`config.mk`:
```
export PLATFORM = sky130hd
export DESIGN_NAME = melody_sequencer
export DESIGN_NICKNAME = d
export VERILOG_FILES = /design/src/rtl/sound_pkg.sv /design/src/rtl/score_ram.sv /design/src/rtl/melody_sequencer.sv
export SDC_FILE = /design/constraint.sdc
export NUM_CORES = 1
export LEC_CHECK = 0
export ABC_AREA = 1
export BUFFER_PORTS_ARGS = -buffer_cell sky130_fd_sc_hd__buf_2
export CORE_MARGIN = 1.5
export CORE_UTILIZATION = 56
export DETAILED_ROUTE_END_ITERATION = 6
export GPL_TIMING_DRIVEN = 0
export PLACE_DENSITY = 0.72
export SYNTH_ARGS = -nofsm -noshare
export SYNTH_HDL_FRONTEND = slang
export SYNTH_HIERARCHICAL = 1
export SYNTH_SLANG_ARGS = --single-unit
export TNS_END_PERCENT = 100
```
`constraint.sdc`:
```
create_clock -name clk -period 4.15 [get_ports clk]
set_clock_uncertainty 0.05 [all_clocks]
set_input_delay 0.415 -clock clk [delete_from_list [all_inputs] [get_ports clk]]
set_output_delay 0.415 -clock clk [all_outputs]
set_load 0.05 [all_outputs]
```
`src/rtl/sound_pkg.sv`:
```
`default_nettype none
// ============================================================================
//  Module      : sound_pkg
//  Description : Shared definitions for the sound generator: sequencer state
//                encoding, clkgen maxval constants for the musical notes at a
//                10 MHz clock, and the default sample-rate divider.
//  Contents    : state_t, ST_IDLE/ST_FETCH/ST_PLAY, NOTE_* constants,
//                FS_DIV_DEFAULT, cnt_width()
//  Revision    : 1.0 - initial release
// ============================================================================
package sound_pkg;

   typedef logic [1:0] state_t;

   localparam logic [1:0] ST_IDLE  = 2'd0;
   localparam logic [1:0] ST_FETCH = 2'd1;
   localparam logic [1:0] ST_PLAY  = 2'd2;

   // clkgen maxval values for a 10 MHz clock
   localparam int NOTE_D     = 266;
   localparam int NOTE_E     = 237;
   localparam int NOTE_FIS   = 211;
   localparam int NOTE_G     = 199;
   localparam int NOTE_A     = 177;
   localparam int NOTE_B     = 158;
   localparam int NOTE_C     = 149;
   localparam int NOTE_DHIGH = 133;

   // 10 MHz / 125 = 80 kHz sample rate
   localparam int FS_DIV_DEFAULT = 125;

   // Counter width for a modulo-n counter; never zero so a divide-by-1 still
   // yields a legal vector.
   function automatic int cnt_width(input int n);
      return (n > 1) ? $clog2(n) : 1;
   endfunction

endpackage
`default_nettype wire

```
`src/rtl/score_ram.sv`:
```
`default_nettype none
// ============================================================================
//  Module      : score_ram
//  Description : Score memory, DEPTH x WIDTH. One synchronous write port and
//                one registered read port. A read and a write to the same
//                address in the same cycle return the old contents.
//  Ports       : clk               - clock
//                wr_en/wr_addr/wr_data - write port
//                rd_addr           - read address (sampled every cycle)
//                rd_data           - registered read data
//  Revision    : 1.0 - initial release
// ============================================================================
module score_ram #(
   parameter int DEPTH  = 32,
   parameter int WIDTH  = 22,
   parameter int ADDR_W = $clog2(DEPTH)
) (
   input  logic              clk,
   input  logic              wr_en,
   input  logic [ADDR_W-1:0] wr_addr,
   input  logic [WIDTH-1:0]  wr_data,
   input  logic [ADDR_W-1:0] rd_addr,
   output logic [WIDTH-1:0]  rd_data
);

   logic [WIDTH-1:0] mem [DEPTH];

   // Contents are intentionally not reset.
   always_ff @(posedge clk) begin
      if (wr_en) begin
         mem[wr_addr] <= wr_data;
      end
      rd_data <= mem[rd_addr];
   end

endmodule
`default_nettype wire

```
`src/rtl/melody_sequencer.sv`:
```
`default_nettype none
// ============================================================================
//  Module      : melody_sequencer
//  Description : Programmable note sequencer. Plays a writable score of
//                {pitch, duration} entries, emitting the clkgen maxval and a
//                note-start pulse, with start/stop/loop control and an
//                optional silent gap at the end of each note.
//  Ports       : clk, reset           - clock, sync active-high reset
//                wr_en/wr_addr/wr_pitch/wr_dur - score write port
//                len                  - notes to play, sampled on start
//                start, stop, loop    - playback control
//                pitch                - current maxval (0 = silence)
//                note_start           - pulse on first PLAY cycle of a note
//                busy, done           - activity / completion pulse
//                note_idx             - index of the current note
//  Revision    : 1.0 - initial release
// ============================================================================
module melody_sequencer
   import sound_pkg::*;
#(
   parameter int PITCH_BITWIDTH = 9,
   parameter int DUR_BITWIDTH   = 13,
   parameter int DEPTH          = 32,
   parameter int ADDR_W         = $clog2(DEPTH),
   parameter int FS_DIV         = FS_DIV_DEFAULT,
   parameter int GAP_SAMPLES    = 0
) (
   input  logic                      clk,
   input  logic                      reset,
   input  logic                      wr_en,
   input  logic [ADDR_W-1:0]         wr_addr,
   input  logic [PITCH_BITWIDTH-1:0] wr_pitch,
   input  logic [DUR_BITWIDTH-1:0]   wr_dur,
   input  logic [ADDR_W:0]           len,
   input  logic                      start,
   input  logic                      stop,
   input  logic                      loop,
   output logic [PITCH_BITWIDTH-1:0] pitch,
   output logic                      note_start,
   output logic                      busy,
   output logic                      done,
   output logic [ADDR_W-1:0]         note_idx
);

   localparam int                      SAMP_W    = cnt_width(FS_DIV);
   localparam logic [SAMP_W-1:0]       SAMP_LAST = SAMP_W'(FS_DIV - 1);
   localparam logic [DUR_BITWIDTH-1:0] GAP       = DUR_BITWIDTH'(GAP_SAMPLES);
   localparam logic [DUR_BITWIDTH-1:0] DUR_ONE   = DUR_BITWIDTH'(1);
   localparam logic [ADDR_W:0]         DEPTH_L   = (ADDR_W + 1)'(DEPTH);
   localparam int                      ENTRY_W   = PITCH_BITWIDTH + DUR_BITWIDTH;

   state_t                    state;
   logic [ADDR_W:0]           len_q;
   logic [DUR_BITWIDTH-1:0]   dur_q;
   logic [DUR_BITWIDTH-1:0]   tick_ctr;
   logic [SAMP_W-1:0]         samp_ctr;
   logic [PITCH_BITWIDTH-1:0] note_pitch;

   logic [ADDR_W-1:0]         rd_addr;
   logic [ENTRY_W-1:0]        rd_data;
   logic [PITCH_BITWIDTH-1:0] ent_pitch;
   logic [DUR_BITWIDTH-1:0]   ent_dur;

   logic                      tick;
   logic                      last_tick;
   logic                      more_notes;
   logic [DUR_BITWIDTH-1:0]   tick_nxt;
   logic                      gap_nxt;

   assign ent_pitch = rd_data[ENTRY_W-1:DUR_BITWIDTH];
   assign ent_dur   = rd_data[DUR_BITWIDTH-1:0];

   assign tick       = (samp_ctr == SAMP_LAST);
   assign last_tick  = (state == ST_PLAY) && tick && (tick_ctr == dur_q - DUR_ONE);
   assign more_notes = (({1'b0, note_idx} + 1'b1) < len_q);

   // The read for the next note is issued in the final PLAY cycle so the
   // registered RAM output is ready in FETCH. Looping and the IDLE start
   // both read entry 0.
   assign rd_addr = (last_tick && more_notes) ? (note_idx + 1'b1) : '0;

   // Gap decision is made on the tick count that will hold next cycle, so
   // pitch drops exactly on the first gap sample.
   assign tick_nxt = tick ? (tick_ctr + DUR_ONE) : tick_ctr;
   assign gap_nxt  = (GAP_SAMPLES > 0) && (dur_q > GAP) && (tick_nxt >= dur_q - GAP);

   assign busy = (state != ST_IDLE);

   score_ram #(
      .DEPTH  (DEPTH),
      .WIDTH  (ENTRY_W),
      .ADDR_W (ADDR_W)
   ) u_score_ram (
      .clk     (clk),
      .wr_en   (wr_en),
      .wr_addr (wr_addr),
      .wr_data ({wr_pitch, wr_dur}),
      .rd_addr (rd_addr),
      .rd_data (rd_data)
   );

   always_ff @(posedge clk) begin
      if (reset) begin
         state      <= ST_IDLE;
         len_q      <= '0;
         dur_q      <= '0;
         tick_ctr   <= '0;
         samp_ctr   <= '0;
         note_pitch <= '0;
         pitch      <= '0;
         note_start <= 1'b0;
         done       <= 1'b0;
         note_idx   <= '0;
      end else if (stop) begin
         state      <= ST_IDLE;
         tick_ctr   <= '0;
         samp_ctr   <= '0;
         pitch      <= '0;
         note_start <= 1'b0;
         done       <= 1'b0;
         note_idx   <= '0;
      end else begin
         note_start <= 1'b0;
         done       <= 1'b0;
         case (state)
            ST_IDLE: begin
               if (start && (len != '0)) begin
                  len_q    <= (len > DEPTH_L) ? DEPTH_L : len;
                  note_idx <= '0;
                  state    <= ST_FETCH;
               end
            end
            ST_FETCH: begin
               dur_q      <= (ent_dur == '0) ? DUR_ONE : ent_dur;
               note_pitch <= ent_pitch;
               pitch      <= ent_pitch;
               note_start <= 1'b1;
               samp_ctr   <= '0;
               tick_ctr   <= '0;
               state      <= ST_PLAY;
            end
            ST_PLAY: begin
               if (tick) begin
                  samp_ctr <= '0;
                  if (last_tick) begin
                     tick_ctr <= '0;
                     if (more_notes) begin
                        note_idx <= note_idx + 1'b1;
                        state    <= ST_FETCH;
                     end else if (loop) begin
                        note_idx <= '0;
                        state    <= ST_FETCH;
                     end else begin
                        pitch <= '0;
                        done  <= 1'b1;
                        state <= ST_IDLE;
                     end
                  end else begin
                     tick_ctr <= tick_nxt;
                     pitch    <= gap_nxt ? '0 : note_pitch;
                  end
               end else begin
                  samp_ctr <= samp_ctr + 1'b1;
               end
            end
            default: begin
               state <= ST_IDLE;
            end
         endcase
      end
   end

endmodule
`default_nettype wire

```
==> out/results.tsv, run 1 <==
stage	metric	value	unit
status	outcome	complete, no violations	
timing	hold_viol_final	0	
timing	finalCriticalPeriod	3.991	ns
grt	overflow	0	
clocking	clkLatencyLatePin	0.64	ns
clocking	cts.root.buffer_cell	clkbuf_16	
placement	dp_slack	-0.5496	ns
floorplan	pin_count	56	
route	wl_per_cell	23.32	um
timing	slew_violations	0	
placement	gp_congestion	0.9081	
synth	ys_ff_latch	792	
timing	period_share	96.18	%
placement	placed_cell_area	34660	um2
clocking	htreeDepth	3	
worst_setup_path	crit_top_cell	nand2_1	
timing	tightest_slew	1.002	ns
worst_setup_path	crit_type	reg2reg	
pwr	fin_total_pwr	16.47	mW
worst_setup_path	slowest_stage	dfxtp_1	
route	routed_wl	93330	um
worst_setup_path	cp_max_fo	10	
grt	antenna_found_initial	4	
synth	netlist_instances	3004	
clocking	cts_buffers	80	
worst_setup_path	cp_data_arrival_time	4.51	ns
placement	port_buffers	54	
worst_setup_path	crit_end	u_score_ram/rd_data[5]	
route	drt.antenna.violating_nets	0	
timing	setup_slack	0.1586	ns
placement	dp_hpwl	62620	um
min_path	holdPathStages	3	
synth	yosysTopAreaCellShare	64.51	%
route	first_pass_iters	5	
pwr	p_leak	14.07	nW
worst_setup_path	worstPathRequired	4.67	ns
worst_setup_path	cp-startpoint	note_idx[2]	
floorplan	design.die.area	59980	um2
final_layout	final_area	37560	um2
floorplan	die_w	244.9	um
synth	async_flop_share	0	%
synth	avgSynthCellArea	10.91	um2
min_path	holdCritPathClass	in2reg	
synth	yosysWarningCount	6	
worst_setup_path	r2r_slack	0.16	ns
route	post-route-drc-count	0	
clocking	cts.path.max_buffers	3	
final_layout	final_nets	3231	
timing	slew_headroom	33.16	%
final_layout	nFillCells	4330	
pwr	peakVddDrop	381.7	uV
grt	grt_pass1_wl	139300	um
route	vias_per_cell	5.935	
clocking	cts.clk_slew.worst_paths	0.06	ns
worst_setup_path	r2r_cells	22	
synth	ys.flop_type	edfxtp_1	
floorplan	core-area	57810	um2
worst_setup_path	path_cells	nand3_1 -> xor2_1 -> inv_1 -> ha_1 -> a21oi_1 -> o21a_1 -> nand2_1 -> inv_2 -> nand4_1 -> buf_4 -> nor2_4 -> buf_12 -> buf_8 -> buf_4 -> nand2_1 -> nand3_1 -> nand3_1 -> nand2_1 -> nand2_1 -> nand2_1 -> nand2_1 -> nand2_1	
worst_setup_path	cp_top_family	simple AND/OR/NAND/NOR gates	
worst_setup_path	worstReg2RegEnd	u_score_ram/rd_data[5]	
route	drt-initial-drc-count	2957	
synth	syn_nets	3057	
synth	ys_top_cells_by_area	edfxtp_1 (65%), nand2_1 (13%), nand3_1 (8.8%)	
final_layout	areaGrowthSynthToFinish	14.62	%
floorplan	die_h	244.9	um
grt	first_global_vias	22660	
timing	setup_viol	0	
clocking	cts_sinks	792	
synth	synth.distinct_cells	44	
synth	netlist_area	32770	um2
clocking	tritoncts	yes	
synth	synth-seq-area-share	69.89	%
pwr	p_per_area	438.5	nW/um2
synth	synth_top_cell_by_area	edfxtp_1	
worst_setup_path	critical_path.max_stage_delay	0.44	ns
synth	synth-edff-count	704	
worst_setup_path	r2r-start	note_idx[2]	
flow_run	cap_violations	0	
timing	max_clock_freq	0.2505	GHz
worst_setup_path	worst-path-buf-inv	6	
route	via_count	23750	
worst_setup_path	critPathLaunchType	flop	
floorplan	rows	88	
worst_setup_path	crit_path_end_kind	flop	
final_layout	drive_gt1_share	13.44	%
worst_setup_path	path_depth	22	
grt	grt_max_degree	33	
floorplan	start_util	56.69	%
grt	grt_use_total	31.62	%
routing by layer:
metal / share of wire (%) / track usage (%)
met1: 39 / 44.12
met3: 12 / 7.304
met5: 0.028 / 0
met2: 46 / 48.47
met4: 3.7 / 12.33
what timing repair did:
action	in CTS	in global routing
endpoints found under the setup margin	22	22
pin swaps	2	2
hold endpoints to repair	5	0
setup buffers	1	2
gates resized for setup	35	67
hold buffers	5	0
cell usage after synthesis (all sizes together), types with 2 or more instances:
cell type,instances
nand4,7
xor2,19
a21oi,26
clkbuf,44
nor3,13
buf,117
xnor2,2
and3,2
inv,82
o31ai,2
a211oi,6
edfxtp,704
a21o,2
dfxtp,88
o21a,2
nor4,5
ha,14
nand2,1130
o21ai,27
nand3,578
nor3b,3
nor2,123
a22oi,2
cell families (layout without fill, tap and decap cells):
family                   Yosys count  in the layout  share of synthesized area [%]
adder cells (fa/ha/maj)           14             14                         0.5345
other                              0              1                              0
XOR/XNOR                          21             21                         0.5613
AND/OR/NAND/NOR                 1864           1864                          24.24
AO/OA/AOI/OAI                     69             69                          1.287
flip-flops                       792            792                          69.89
buffers and inverters            244            476                          3.494
layout by cell type, fill, tap and decap left out, types with 12 or more instances in the layout:
cell       instances
clkinv_2          12
ha_1              14
clkbuf_1          44
inv_2             12
edfxtp_1         704
nor2_2            48
inv_1             68
nor2_1            68
nand3_2           15
xor2_1            18
buf_4             33
nand2_1         1115
nor3_1            13
dfxtp_1           87
a21oi_1           25
clkbuf_16         81
clkbuf_2          13
o21ai_0           18
clkinv_1          12
buf_2            112
nand3_1          560
buf_8             23
where the power goes:
group | leakage [nW] | switching (mW) | internal (mW) | total (mW)
clock | 1.24 | 3.00 | 4.06 | 7.06
combinational | 5.76 | 0.444 | 0.145 | 0.589
sequential | 7.06 | 0.0387 | 8.78 | 8.82
total | 14.1 | 3.48 | 13.0 | 16.5
cell type report:
class / count / area [um2] / area share (%)
diodes: 1 / 2.502 / 0.006662
plain buffers: 161 / 967.2 / 2.575
clock buffers: 102 / 2156 / 5.740
clock inverters: 38 / 405.4 / 1.079
inverters: 83 / 317.8 / 0.8461
multi-input cells: 1968 / 8930 / 23.77
flip-flops and latches: 792 / 22910 / 60.98
well taps: 765 / 957.2 / 2.548
repair buffers: 92 / 918.4 / 2.445
tightest hold or removal path: stages:
cell and delay (ns):
buf_2 0.10, or2_1 0.12, nor3_1 0.05
sequential cells by signal, summed over array words and instances, names as in the netlist:
name	count
dur_q	13
samp_ctr	7
note_pitch	9
tick_ctr	13
note_start	1
len_q	6
note_idx	5
u_score_ram/rd_data	22
done	1
u_score_ram/mem	704
pitch	9
state	2
stage by stage:
step | utilization, % | TNS (ns) | hold slack [ns] | std cells
after global routing | 64.97 | -0.002559 | 0.06132 | 4001
after floorplan | - | 0 | 0.3697 | 3004
after CTS | 64.67 | 0 | 0.02781 | 3999
final | 64.98 | 0 | 0.05904 | 4002
after detailed placement | 59.97 | -8.649 | 0.3996 | 3853
after global placement | 58.81 | -8.360 | 0.3945 | 3823
worst min-delay path by stage:
stage,end,slack (ns),start
final,done,0.06,loop
after global placement,dur_q[8],0.39,u_score_ram/rd_data[8]
after global routing,done,0.06,loop
after floorplan,dur_q[11],0.37,u_score_ram/rd_data[11]
after detailed placement,dur_q[8],0.40,u_score_ram/rd_data[8]
after CTS,done,0.03,loop
Note: power is estimated with default switching activity, not from simulation.
==> run 2, diff against run 1 <==
- HOLD_SLACK_MARGIN: default -> 0.15
- REMOVE_ABC_BUFFERS: default -> 1
==> run 2 against run 1 <==
Against the previous run:
- clock power fell by 3%
- combinational power fell by 7.1%
- sequential share of layout area rose by 0.055 points
- fmax barely moved
- final cell count fell by 2.7%
- design area barely moved
- highest routed layer is now met4
- setup slack improved by 0.0013 ns
- count of clock-buffer cells in the layout rose by 5
- die area did not move
- non-clock buffer count fell by 122
- core utilization fell by 0.058 points
- sequential cell count did not move
==> out/results.tsv, run 2 (same netlist as run 1, synthesis figures left out) <==
stage	metric	value	unit
clocking	cts.root.buffer_cell	clkbuf_16	
grt	first_global_vias	22210	
grt	grt_max_degree	74	
final_layout	nFillCells	4135	
pwr	p_sw_share	21.18	%
final_layout	layout_common_cells	nand2_1 (1119), edfxtp_1 (704), nand3_1 (573)	
final_layout	mostFrequentLayoutCell	nand2_1	
worst_setup_path	r2r-start	note_idx[0]	
floorplan	pin_count	56	
pwr	fin_total_pwr	16.24	mW
route	routed_wl	87520	um
worst_setup_path	path_cells	ha_2 -> nand3_2 -> xor2_4 -> inv_1 -> ha_1 -> nand2_1 -> o21a_1 -> nand2_2 -> inv_2 -> nand4_1 -> buf_4 -> nor2_4 -> buf_12 -> buf_16 -> inv_12 -> buf_6 -> nand3_1 -> nand3_1 -> nand2_1 -> nand2_1 -> nand2_1 -> nand2_1 -> nand2_1	
timing	hold_viol_final	0	
final_layout	regArea	22910	um2
clocking	htreeDepth	3	
timing	slew_violations	0	
floorplan	core-area	57810	um2
pwr	clock_power_share	42.3	%
worst_setup_path	crit_top_cell	nand2_1	
route	first_pass_iters	6	
route	via_count	23200	
pwr	p_per_area	432.8	nW/um2
timing	slew_headroom	23.35	%
timing	period_share	96.15	%
floorplan	die_h	244.9	um
worst_setup_path	critical_path.max_stage_delay	0.43	ns
timing	setup_tns	0	ns
placement	placed_cell_area	34230	um2
worst_setup_path	crit_type	reg2reg	
route	vias_per_cell	5.960	
placement	port_buffers	55	
pwr	pwr-share-comb	3.4	%
worst_setup_path	crit_path_end_kind	flop	
worst_setup_path	cp_max_fo	59	
placement	dp_hpwl	44680	um
min_path	holdCritPathClass	in2reg	
clocking	cts.clk_slew.worst_paths	0.05	ns
timing	setup_slack	0.1599	ns
route	drt.antenna.violating_nets	0	
pwr	p_switching	3.440	mW
timing	finalCriticalPeriod	3.990	ns
placement	gp_congestion	0.8551	
worst_setup_path	worst-path-buf-inv	7	
timing	grt_setup_unrepaired	false	
final_layout	largest-register	u_score_ram/mem	
worst_setup_path	critPathLaunchType	flop	
worst_setup_path	cp-startpoint	note_idx[0]	
floorplan	die_w	244.9	um
final_layout	areaGrowthSynthToFinish	14.51	%
worst_setup_path	cp_top_family	buffers and inverters	
worst_setup_path	slowest_stage	dfxtp_4	
final_layout	drive_gt1_share	10.79	%
grt	overflow	0	
final_layout	multiInputGateArea	9097	um2
floorplan	start_util	56.69	%
final_layout	largestRegisters	u_score_ram/mem x704, u_score_ram/rd_data x22	
pwr	p_leak	13.86	nW
final_layout	largest_register_ffs	704	
clocking	cts_sinks	792	
final_layout	final_nets	3118	
pwr	p_seq_share	54.3	%
clocking	cts_buffers	82	
status	outcome	complete, no violations	
worst_setup_path	worstPathRequired	4.57	ns
clocking	clkLatencyLatePin	0.64	ns
worst_setup_path	cp_data_arrival_time	4.41	ns
grt	grt_use_total	28.42	%
timing	max_clock_freq	0.2506	GHz
floorplan	design.die.area	59980	um2
pwr	peakVddDrop	319.3	uV
route	post-route-drc-count	0	
timing	tightest_slew	1.147	ns
final_layout	final_area	37530	um2
pwr	p_int	12.80	mW
route	wl_per_cell	22.49	um
clocking	cts.path.max_buffers	3	
route	drt-initial-drc-count	2932	
floorplan	rows	88	
grt	antenna_found_initial	2	
clocking	tritoncts	yes	
min_path	min_from	reset	
flow_run	cap_violations	0	
timing	whs	0.1710	ns
placement	dp_slack	-1.675	ns
timing	setup_viol	0	
grt	grt_pass1_wl	128100	um
[run 2: cell types whose count changed in the layout (fill, tap and decap cells not counted), sizes merged, moves of 3 or more]
cell / before / now
nor2: 123 / 127
clkbuf: 154 / 117
inv: 84 / 87
buf: 196 / 103
dlygate4sd3: 5 / 16
bufinv: 6 / 1
[run 2: final cells by class]
cell class	instances	area share, %
Multi-Input combinational cell	1972	24.24
Sequential cell	792	61.04
Timing Repair Buffer	131	4.515
Antenna cell	3	0.02001
Inverter	83	0.9402
Clock inverter	36	0.6302
Clock buffer	107	5.995
Timing Repair inverter	3	0.06668
Tap cell	765	2.551
[run 2: stage by stage]
step	utilization, %	instances
CTS	64.34	3876
floorplan	-	2843
finish	64.92	3892
global route	64.91	3890
global placement	57.38	3663
detailed placement	59.22	3696
[run 2: worst paths after layout]
kind / endpoint / slack [ns] / depth (start not counted)
worst max-delay path: u_score_ram/rd_data[11] / 0.16 / 23
worst min-delay path: len_q[3] / 0.17 / 2
worst max register to register: u_score_ram/rd_data[11] / 0.16 / 23
worst min register to register: dur_q[11] / 0.41 / 2
[run 2: layer usage]
layer  GRT usage (%)  wire length, um
met5               0                0
met3           4.286             8997
met2           47.04            42210
met4           12.45             3331
met1           37.50            32970
[run 2: what timing repair did]
item	4_1_cts	5_1_grt
endpoints found under the hold margin	7	0
gates resized for setup	17	11
pin swaps	8	1
endpoints found under the setup margin	22	22
cloned	11	11
hold buffers	16	0
buffers inserted	11	2
[run 2: power by group through the flow]
stage	registers [mW]	logic, mW	clock network (mW)
detailed placement	8.99	0.523	0
floorplan	9.00	0.274	0
global route	8.82	0.606	7.26
finish	8.82	0.547	6.88
global placement	8.98	0.481	0
CTS	8.82	0.539	6.94
